**src/rtl/param_datapath_if.sv**
```systemverilog
// Bus bundle for param_datapath: load enables, source selects, divide
// request and memory read data in one direction; memory address/data,
// register views, flags and divider status in the other.
//   master : drives controls and MemQ (sequencer / testbench side)
//   slave  : the datapath itself
interface param_datapath_if #(
  parameter int unsigned DW = 16,
  parameter int unsigned AW = 8
);
  localparam int unsigned OW = DW - AW;

  logic          loadPC;
  logic          muxPC;
  logic          loadMAR;
  logic          muxMAR;
  logic          loadIR;
  logic          loadMDR;
  logic          loadACC;
  logic [1:0]    accSel;
  logic [2:0]    opALU;
  logic          divStart;
  logic [DW-1:0] MemQ;

  logic [AW-1:0] MemAddr;
  logic [DW-1:0] MemD;
  logic [OW-1:0] opcode;
  logic [DW-1:0] ACC_reg;
  logic [DW-1:0] MDR_reg;
  logic          zflag;
  logic          cflag;
  logic          divBusy;
  logic          divDone;
  logic          divByZero;

  modport master (
    output loadPC, muxPC, loadMAR, muxMAR, loadIR, loadMDR, loadACC,
           accSel, opALU, divStart, MemQ,
    input  MemAddr, MemD, opcode, ACC_reg, MDR_reg, zflag, cflag,
           divBusy, divDone, divByZero
  );

  modport slave (
    input  loadPC, muxPC, loadMAR, muxMAR, loadIR, loadMDR, loadACC,
           accSel, opALU, divStart, MemQ,
    output MemAddr, MemD, opcode, ACC_reg, MDR_reg, zflag, cflag,
           divBusy, divDone, divByZero
  );
endinterface

```
**src/rtl/param_datapath.sv**
```systemverilog
// Accumulator datapath: PC, MAR, IR, MDR, ACC with an 8-op ALU, carry
// flag and a multi-cycle unsigned restoring divider (quotient/remainder
// selectable into ACC).
//   clk  : rising-edge clock
//   rst  : synchronous active-low reset
//   bus  : param_datapath_if.slave (controls, MemQ in; MemAddr, MemD,
//          opcode, ACC/MDR views, flags, divider status out)
module param_datapath #(
  parameter int unsigned DW = 16,
  parameter int unsigned AW = 8
) (
  input logic             clk,
  input logic             rst,
  param_datapath_if.slave bus
);
  localparam int unsigned OW = DW - AW;
  localparam int unsigned CW = $clog2(DW + 1);

  typedef enum logic [1:0] {IDLE, RUN, DONE} div_state_t;

  logic [AW-1:0] r_pc;
  logic [AW-1:0] r_mar;
  logic [DW-1:0] r_ir;
  logic [DW-1:0] r_mdr;
  logic [DW-1:0] r_acc;
  logic          r_cflag;

  div_state_t    r_state;
  logic [CW-1:0] r_cnt;
  logic [DW-1:0] r_wq;      // dividend shifting out / quotient shifting in
  logic [DW-1:0] r_wr;      // partial remainder
  logic [DW-1:0] r_dvs;
  logic [DW-1:0] r_quo;
  logic [DW-1:0] r_rem;
  logic          r_dbz;
  logic          r_busy;
  logic          r_done;

  logic [DW-1:0] w_alu;
  logic          w_alu_c;
  logic [DW-1:0] w_acc_src;
  logic [AW-1:0] w_ir_addr;
  logic [DW:0]   w_shift;
  logic          w_ge;
  logic [DW-1:0] w_sub;
  logic [DW-1:0] w_wr_next;
  logic [DW-1:0] w_wq_next;

  assign w_ir_addr = r_ir[DW-1:OW];

  always_comb begin
    w_alu   = '0;
    w_alu_c = 1'b0;
    case (bus.opALU)
      3'd0: {w_alu_c, w_alu} = {1'b0, r_acc} + {1'b0, r_mdr};
      3'd1: begin
        w_alu   = r_acc - r_mdr;
        w_alu_c = (r_acc < r_mdr);
      end
      3'd2: w_alu = r_acc & r_mdr;
      3'd3: w_alu = r_acc | r_mdr;
      3'd4: w_alu = r_acc ^ r_mdr;
      3'd5: w_alu = ~r_acc;
      3'd6: begin
        w_alu   = {r_acc[DW-2:0], 1'b0};
        w_alu_c = r_acc[DW-1];
      end
      3'd7: w_alu = r_mdr;
    endcase
  end

  always_comb begin
    w_acc_src = w_alu;
    case (bus.accSel)
      2'd0: w_acc_src = w_alu;
      2'd1: w_acc_src = r_mdr;
      2'd2: w_acc_src = r_quo;
      2'd3: w_acc_src = r_rem;
    endcase
  end

  // One restoring step. The shifted remainder needs DW+1 bits for the
  // compare; after a successful subtract it is below the divisor, so the
  // low DW bits of the difference are exact.
  always_comb begin
    w_shift   = {r_wr, r_wq[DW-1]};
    w_ge      = (w_shift >= {1'b0, r_dvs});
    w_sub     = w_shift[DW-1:0] - r_dvs;
    w_wr_next = w_ge ? w_sub : w_shift[DW-1:0];
    w_wq_next = {r_wq[DW-2:0], w_ge};
  end

  always_ff @(posedge clk) begin
    if (!rst) begin
      r_pc    <= '0;
      r_mar   <= '0;
      r_ir    <= '0;
      r_mdr   <= '0;
      r_acc   <= '0;
      r_cflag <= 1'b0;
    end else begin
      if (bus.loadPC)
        r_pc <= bus.muxPC ? w_ir_addr : r_pc + AW'(1);
      if (bus.loadMAR)
        r_mar <= bus.muxMAR ? w_ir_addr : r_pc;
      if (bus.loadIR)
        r_ir <= r_mdr;
      if (bus.loadMDR)
        r_mdr <= bus.MemQ;
      if (bus.loadACC) begin
        r_acc <= w_acc_src;
        if (bus.accSel == 2'd0)
          r_cflag <= w_alu_c;
      end
    end
  end

  always_ff @(posedge clk) begin
    if (!rst) begin
      r_state <= IDLE;
      r_cnt   <= '0;
      r_wq    <= '0;
      r_wr    <= '0;
      r_dvs   <= '0;
      r_quo   <= '0;
      r_rem   <= '0;
      r_dbz   <= 1'b0;
      r_busy  <= 1'b0;
      r_done  <= 1'b0;
    end else begin
      r_done <= 1'b0;
      case (r_state)
        IDLE, DONE: begin
          r_state <= IDLE;
          r_busy  <= 1'b0;
          if (bus.divStart) begin
            if (r_mdr == '0) begin
              // zero divisor: results are known immediately, skip RUN
              r_quo   <= '1;
              r_rem   <= r_acc;
              r_dbz   <= 1'b1;
              r_state <= DONE;
              r_done  <= 1'b1;
            end else begin
              r_wq    <= r_acc;
              r_wr    <= '0;
              r_dvs   <= r_mdr;
              r_cnt   <= '0;
              r_dbz   <= 1'b0;
              r_state <= RUN;
              r_busy  <= 1'b1;
            end
          end
        end
        RUN: begin
          r_wq  <= w_wq_next;
          r_wr  <= w_wr_next;
          r_cnt <= r_cnt + CW'(1);
          if (r_cnt == CW'(DW - 1)) begin
            r_quo   <= w_wq_next;
            r_rem   <= w_wr_next;
            r_state <= DONE;
            r_busy  <= 1'b0;
            r_done  <= 1'b1;
          end
        end
        default: begin
          r_state <= IDLE;
          r_busy  <= 1'b0;
        end
      endcase
    end
  end

  assign bus.MemAddr   = r_mar;
  assign bus.MemD      = r_acc;
  assign bus.opcode    = r_ir[OW-1:0];
  assign bus.ACC_reg   = r_acc;
  assign bus.MDR_reg   = r_mdr;
  assign bus.zflag     = (r_acc == '0);
  assign bus.cflag     = r_cflag;
  assign bus.divBusy   = r_busy;
  assign bus.divDone   = r_done;
  assign bus.divByZero = r_dbz;
endmodule

```
**src/flat_wrapper.sv**
```systemverilog
// flat-port wrapper written by rule: the top's interface ports become plain ports
module param_datapath_flat 
#(
  parameter int unsigned DW = 16,
  parameter int unsigned AW = 8
)
  (clk, rst, bus_loadPC, bus_muxPC, bus_loadMAR, bus_muxMAR, bus_loadIR, bus_loadMDR, bus_loadACC, bus_accSel, bus_opALU, bus_divStart, bus_MemQ, bus_MemAddr, bus_MemD, bus_opcode, bus_ACC_reg, bus_MDR_reg, bus_zflag, bus_cflag, bus_divBusy, bus_divDone, bus_divByZero);
  param_datapath_if #(.DW(DW), .AW(AW)) bus_i ();
  input logic clk;
  input logic rst;
  input wire logic [$bits(bus_i.loadPC)-1:0] bus_loadPC;
  input wire logic [$bits(bus_i.muxPC)-1:0] bus_muxPC;
  input wire logic [$bits(bus_i.loadMAR)-1:0] bus_loadMAR;
  input wire logic [$bits(bus_i.muxMAR)-1:0] bus_muxMAR;
  input wire logic [$bits(bus_i.loadIR)-1:0] bus_loadIR;
  input wire logic [$bits(bus_i.loadMDR)-1:0] bus_loadMDR;
  input wire logic [$bits(bus_i.loadACC)-1:0] bus_loadACC;
  input wire logic [$bits(bus_i.accSel)-1:0] bus_accSel;
  input wire logic [$bits(bus_i.opALU)-1:0] bus_opALU;
  input wire logic [$bits(bus_i.divStart)-1:0] bus_divStart;
  input wire logic [$bits(bus_i.MemQ)-1:0] bus_MemQ;
  output wire logic [$bits(bus_i.MemAddr)-1:0] bus_MemAddr;
  output wire logic [$bits(bus_i.MemD)-1:0] bus_MemD;
  output wire logic [$bits(bus_i.opcode)-1:0] bus_opcode;
  output wire logic [$bits(bus_i.ACC_reg)-1:0] bus_ACC_reg;
  output wire logic [$bits(bus_i.MDR_reg)-1:0] bus_MDR_reg;
  output wire logic [$bits(bus_i.zflag)-1:0] bus_zflag;
  output wire logic [$bits(bus_i.cflag)-1:0] bus_cflag;
  output wire logic [$bits(bus_i.divBusy)-1:0] bus_divBusy;
  output wire logic [$bits(bus_i.divDone)-1:0] bus_divDone;
  output wire logic [$bits(bus_i.divByZero)-1:0] bus_divByZero;
  assign bus_i.loadPC = bus_loadPC;
  assign bus_i.muxPC = bus_muxPC;
  assign bus_i.loadMAR = bus_loadMAR;
  assign bus_i.muxMAR = bus_muxMAR;
  assign bus_i.loadIR = bus_loadIR;
  assign bus_i.loadMDR = bus_loadMDR;
  assign bus_i.loadACC = bus_loadACC;
  assign bus_i.accSel = bus_accSel;
  assign bus_i.opALU = bus_opALU;
  assign bus_i.divStart = bus_divStart;
  assign bus_i.MemQ = bus_MemQ;
  assign bus_MemAddr = bus_i.MemAddr;
  assign bus_MemD = bus_i.MemD;
  assign bus_opcode = bus_i.opcode;
  assign bus_ACC_reg = bus_i.ACC_reg;
  assign bus_MDR_reg = bus_i.MDR_reg;
  assign bus_zflag = bus_i.zflag;
  assign bus_cflag = bus_i.cflag;
  assign bus_divBusy = bus_i.divBusy;
  assign bus_divDone = bus_i.divDone;
  assign bus_divByZero = bus_i.divByZero;
  param_datapath #(.DW(DW), .AW(AW)) u_core (.clk(clk), .rst(rst), .bus(bus_i));
endmodule
```
**config.mk**
```make
export PLATFORM = sky130hd
export DESIGN_NAME = param_datapath_flat
export DESIGN_NICKNAME = d
export VERILOG_FILES = /design/src/rtl/param_datapath_if.sv /design/src/rtl/param_datapath.sv /design/src/flat_wrapper.sv
export SDC_FILE = /design/constraint.sdc
export NUM_CORES = 1
export LEC_CHECK = 0
export CAP_MARGIN = 15
export CORE_MARGIN = 4
export CORE_UTILIZATION = 37
export DETAILED_ROUTE_END_ITERATION = 12
export GPL_TIMING_DRIVEN = 0
export MAX_ROUTING_LAYER = met4
export PLACE_DENSITY_LB_ADDON = 0.15
export SETUP_SLACK_MARGIN = 0.05
export SLEW_MARGIN = 20
export SYNTH_ARGS = -nofsm -noshare
export SYNTH_HDL_FRONTEND = slang
export SYNTH_SLANG_ARGS = --single-unit
```
**constraint.sdc**
```tcl
create_clock -name clk -period 6.9 [get_ports clk]
set_input_delay 1.38 -clock clk [delete_from_list [all_inputs] [get_ports clk]]
set_output_delay 1.38 -clock clk [all_outputs]
set_load 0.02 [all_outputs]
```
Yosys cells after proc, flatten, opt, wreduce, memory -nomap -nowiden
Index checks and enable logic that the tools add are counted.
{"block": "totals", "inputBits": 31, "register_bits": 155, "wordCells": 92, "out_inout_bits": 69}
{"block": "classes", "n_bitwise": 5, "muxes": 35, "addsub": 5, "reduce_logical": 12, "eq_ne": 17, "n_lt_le_gt_ge": 2}
{"cell": "$mux W16", "n": 11}
{"cell": "$pmux W16 S2", "n": 4}
{"cell": "$pmux W16 S8", "n": 1}
{"cell": "$pmux W16 S4", "n": 1}
{"cell": "$logic_not A16 Y1", "n": 2}
{"cell": "$sub A16 B16 Y16", "n": 2}
{"cell": "$add A16 B16 Y17", "n": 1}
{"cell": "$ge A17 B16 Y1", "n": 1}
{"cell": "$and A16 B16 Y16", "n": 1}
{"cell": "$lt A16 B16 Y1", "n": 1}
{"cell": "$mux W8", "n": 2}
{"cell": "$not A16 Y16", "n": 1}
{"cell": "$or A16 B16 Y16", "n": 1}
{"cell": "$xor A16 B16 Y16", "n": 1}
{"cell": "$eq A3 B3 Y1 const B", "n": 4}
{"cell": "$mux W5", "n": 2}
{"cell": "$pmux W5 S2", "n": 1}
{"cell": "$add A8 B1 Y8 const B", "n": 1}
{"cell": "$eq A2 B2 Y1 const B", "n": 3}
{"cell": "$eq A3 B2 Y1 const B", "n": 2}
{"cell": "$mux W1", "n": 6}
{"cell": "$mux W2", "n": 3}
{"cell": "$reduce_and A3 Y1", "n": 2}
{"cell": "$add A5 B1 Y5 const B", "n": 1}
{"cell": "other kinds (15)", "n": 21}

Depth between registers and ports, before layout
{"block": "logic_depth", "ltp_word": 4, "ltp_mapped": 12, "depth_no_buf": 12}

Worst setup path before layout
OpenSTA, ideal clock, no wires.
{"block": "synth_timing", "kind": "input-to-reg", "startpoint": "input port bus_opALU[0]", "endpoint": "register u_core.r_acc[8] (netlist: u_core.bus.ACC_reg[8])", "n_path_buf": 1, "slack_ps": 3923, "t_required_ps": 6783, "path_stages": 8, "arrival_ps": 2860, "setup_time_ps": 117, "path_cell_list": "buf_2 inv_2 mux4_2 mux2i_1 o31ai_1 a31oi_1 o221ai_1 a22o_1"}
{"block": "synth_between", "elab_chain_cells": 3, "word_cells_on_any_way": 10, "cone_classes": "eq/ne: 7; mux: 2; reduce/logical: 1"}
{"element": "from (decl)", "line_no": "flat_wrapper.sv:19", "source": "input wire logic [$bits(bus_i.opALU)-1:0] bus_opALU;"}
{"element": "$eq A3 B3 Y1 (tied with other cells)", "line_no": "param_datapath.sv:54", "source": "case (bus.opALU)"}
{"element": "$pmux W16 S8 (*)", "line_no": "param_datapath.sv:54"}
{"element": "$pmux W16 S4 (*)", "line_no": "param_datapath.sv:74", "source": "case (bus.accSel)"}
{"element": "to (signal assigned)", "line_no": "param_datapath.sv:111", "source": "r_acc <= w_acc_src;"}
{"element": "to (decl)", "line_no": "param_datapath.sv:25", "source": "logic [DW-1:0] r_acc;"}
Every way passes the cells marked *; elsewhere a longest branch is shown, timed or not.
A chain may end at the register's enable or synchronous reset.

Worst setup path in the final report
{"block": "layout_timing", "startpoint": "register u_core.r_acc[7] (netlist: u_core.bus.ACC_reg[7])", "endpoint": "output port bus_zflag"}
{"block": "layout_between", "elab_chain_cells": 1}
{"element": "$logic_not A16 Y1", "line_no": "param_datapath.sv:180", "source": "assign bus.zflag = (r_acc == '0);"}
{"element": "to (decl)", "line_no": "flat_wrapper.sv:27", "source": "output wire logic [$bits(bus_i.zflag)-1:0] bus_zflag;"}
Every way passes these cells.

==> flow_summary.ini <==
[logic_synthesis]
most_used_flip_flop_cell_after_synthesis = sky130_fd_sc_hd__dfxtp_1
synthesis.area_per_instance_sq_um = 7.91
dominant_combinational_cell_family_by_area_after_synthesis = compound AO/OA/AOI/OAI gates
post_synth_edffs = 0
synthArstFlopShare_pct = 0
synth_largest_type_area_fraction_pct = 29.6
syn-instance-count = 1318
netlist_top_cells_area = sky130_fd_sc_hd__dfxtp_1 30%, sky130_fd_sc_hd__ha_1 8.0%, sky130_fd_sc_hd__mux2i_1 6.9%
yosysMostFrequentCell = sky130_fd_sc_hd__dfxtp_1
synth.distinct_cells = 74
synth_compound_gate_area_share_pct = 23.8
post_synth_instance_area_sq_um = 10400
synth_common_cells = 154 x sky130_fd_sc_hd__dfxtp_1, 152 x sky130_fd_sc_hd__nand2_1, 108 x sky130_fd_sc_hd__o21ai_0, 97 x sky130_fd_sc_hd__nor2_1, 73 x sky130_fd_sc_hd__a21oi_1
synth-seq-cells = 154
synth-adder-area-share_pct = 8.62
synth-xor-area-share_pct = 2.27
synthMuxAreaShare_pct = 8.86
yosysWarnings = 0
syn_nets = 1419
synth_top_area_cell = sky130_fd_sc_hd__dfxtp_1
yosysSeqAreaShare_pct = 29.6
synthSimpleGateAreaFrac_pct = 19.3

[placement]
dpl.hpwl_microns = 28400
gp_routability_congestion = 0.940
port-buffer-count = 93
placed_cells_incl_taps = 1789
post_dp_cell_area_sq_um = 11800
placement.setup.worst_slack_ns = 2.97

[timing]
finalHoldViolations = 0
period_minus_slack_ns = 3.81
slew_headroom_pct = 45.4
setup_total_negative_slack_ns = 0
rsz0062_at_grt = false
setup_viol = 0
final.setup_skew_ns = 0.00948
post-route-period-util_pct = 55.3
timing.final.max_slew_violations = 0
fin_ws_ns = 3.09
fmax_ghz = 0.262
worst_slew_pin_slew_ns = 0.819

[drt]
route.vias.total = 10200
finalWirelength_microns = 37800
route.detailed.drc = 0
detail_route.wl_per_cell_microns = 20.8
drt_first_iter_violations = 866
drt_first_pass_iters = 5
final_antenna_net_count = 0
avgViaCountPerCell = 5.58

[floorplan]
top_level_ports = 100
rows = 61
die_area_sq_um = 30900
dieWidth_microns = 176
start_util_pct = 37.5
core_sq_um = 27800
die_height_microns = 176

[pwr]
power_switching_uw = 1510
power_report.internal_total_uw = 2080
p_comb_share_pct = 44.2
worst_vdd_drop_mv = 0.275
leakage_uw = 0.00489
cellPowerDensity_nw_per_um2 = 289
netSwitchingFraction_pct = 42.2
clock_power_share_pct = 26.5
power.total_uw = 3590
share_seq_of_total_power_pct = 29.3

[global_routing]
initial_antenna_violation_count = 0
grt_first_pass_wirelength_microns = 58600
maximum_number_of_pins_on_one_net_before_global_route_repair = 19
grt_overflow_total = 0
grt_pass1_vias = 9951
gr-usage-all-layers_pct = 24.9

[finish]
post-route-cell-area_sq_um = 12400
flow.area_growth_from_synthesis_pct = 19.2
final_layout_size_suffix_gt1_share_pct = 6.24
layoutNonFillerInstCount = 1821
filler_cell_count = 2861
antennaDiodeCount = 0
final_nets = 1531

[cts]
clock_tree.htree_level_count = 4
clock_path_buffers = 2
cts_inserted_buffers = 17
clk_root_buffer_cell = sky130_fd_sc_hd__clkbuf_16
worst_skew_pair.late_latency_ns = 0.44
postCtsResizedCells = 0
cts_num_sinks = 154
clkTransAtPathRegs_ns = 0.07
cts.repair_timing.setup_buffer_count = 0
postCtsHoldBufs = 0
cts_tree = done

[worst_setup_path]
cp.arrival_ns = 2.43
timing.critical_path.from_type = flip-flop
crit_required_ns = 5.52
critical_path.max_fanout = 11
setup.worst_path.end_class = primary output
crit_type = reg -> out

[status]
status = finished, final reports clean

[worst_hold_path]
timing.hold.worst.class = reg -> reg

[flow_run]
timing.max_cap.violations = 0
## kinds of logic (layout without fill, tap and decap cells)
group	Yosys count	in the layout
AO/OA/AOI/OAI	376	376
multiplexers	84	84
flip-flops	154	154
XOR/XNOR	27	27
adder cells (fa/ha/maj)	70	70
buffers and inverters	183	308
AND/OR/NAND/NOR	424	424
## per-stage QoR
stage / util [%] / hold WS, ns
CTS: 44.7 / 0.467
global placement: 42.6 / 0.446
detailed placement: 42.6 / 0.452
floorplan: - / 0.423
finish: 44.7 / 0.465
global route: 44.7 / 0.497
## layer usage
layer	routed length, microns	global-route usage [%]	share of wire [%]
met1	17600	33.9	46
met5	0	-	0
met2	17200	38.6	45
met4	1010	7.86	2.7
met3	2050	3.40	5.4
## worst max-delay path, stage by stage (launching register included)
cell and delay [ns]:
sky130_fd_sc_hd__dfxtp_1 0.55, sky130_fd_sc_hd__nor4_1 0.54, sky130_fd_sc_hd__and4_1 0.29, sky130_fd_sc_hd__clkdlybuf4s50_1 0.61
## power groups by stage
stage | logic, uW | registers, uW | clock network, uW
finish | 1590 | 1050 | 952
detailed placement | 1560 | 1070 | 0
CTS | 1570 | 1050 | 962
global placement | 1560 | 1070 | 0
floorplan | 1100 | 1050 | 0
global route | 1720 | 1060 | 1000
## worst paths after layout
kind                               from                endpoint  slack (ns)  cells past startpoint
setup / recovery  u_core.bus.ACC_reg[7]               bus_zflag        3.09                      3
hold / removal          u_core.r_dvs[2]         u_core.r_dvs[2]        0.46                      2
setup reg to reg  u_core.bus.MDR_reg[6]  u_core.bus.ACC_reg[12]        3.53                     11
hold reg to reg         u_core.r_dvs[2]         u_core.r_dvs[2]        0.46                      2
## layout by cell type, fill, tap and decap left out, drive strengths merged, types with 12 or more instances in the layout
| cell type | n |
|---|---|
| nand2 | 152 |
| o211a | 13 |
| nor4 | 12 |
| nor2b | 55 |
| a21oi | 73 |
| o21ai | 110 |
| nor2 | 97 |
| clkbuf | 84 |
| nor3b | 15 |
| o211ai | 12 |
| nor3 | 24 |
| a21boi | 24 |
| a31oi | 27 |
| inv | 81 |
| clkdlybuf4s50 | 93 |
| buf | 43 |
| ha | 67 |
| dfxtp | 154 |
| xnor2 | 18 |
| a211oi | 14 |
| mux2i | 72 |
| nand3 | 22 |
| nand2b | 13 |
## layout make-up
class	count	area [sq um]	area share (%)
buffer	110	526	4.23
inverter	73	274	2.21
clock inverter	15	170	1.37
clock buffer	17	425	3.42
sequential	154	3080	24.8
tap	378	473	3.81
timing repair buffer	93	931	7.49
multi-input combinational	981	6540	52.7
Power figures use the tool's default switching activity.
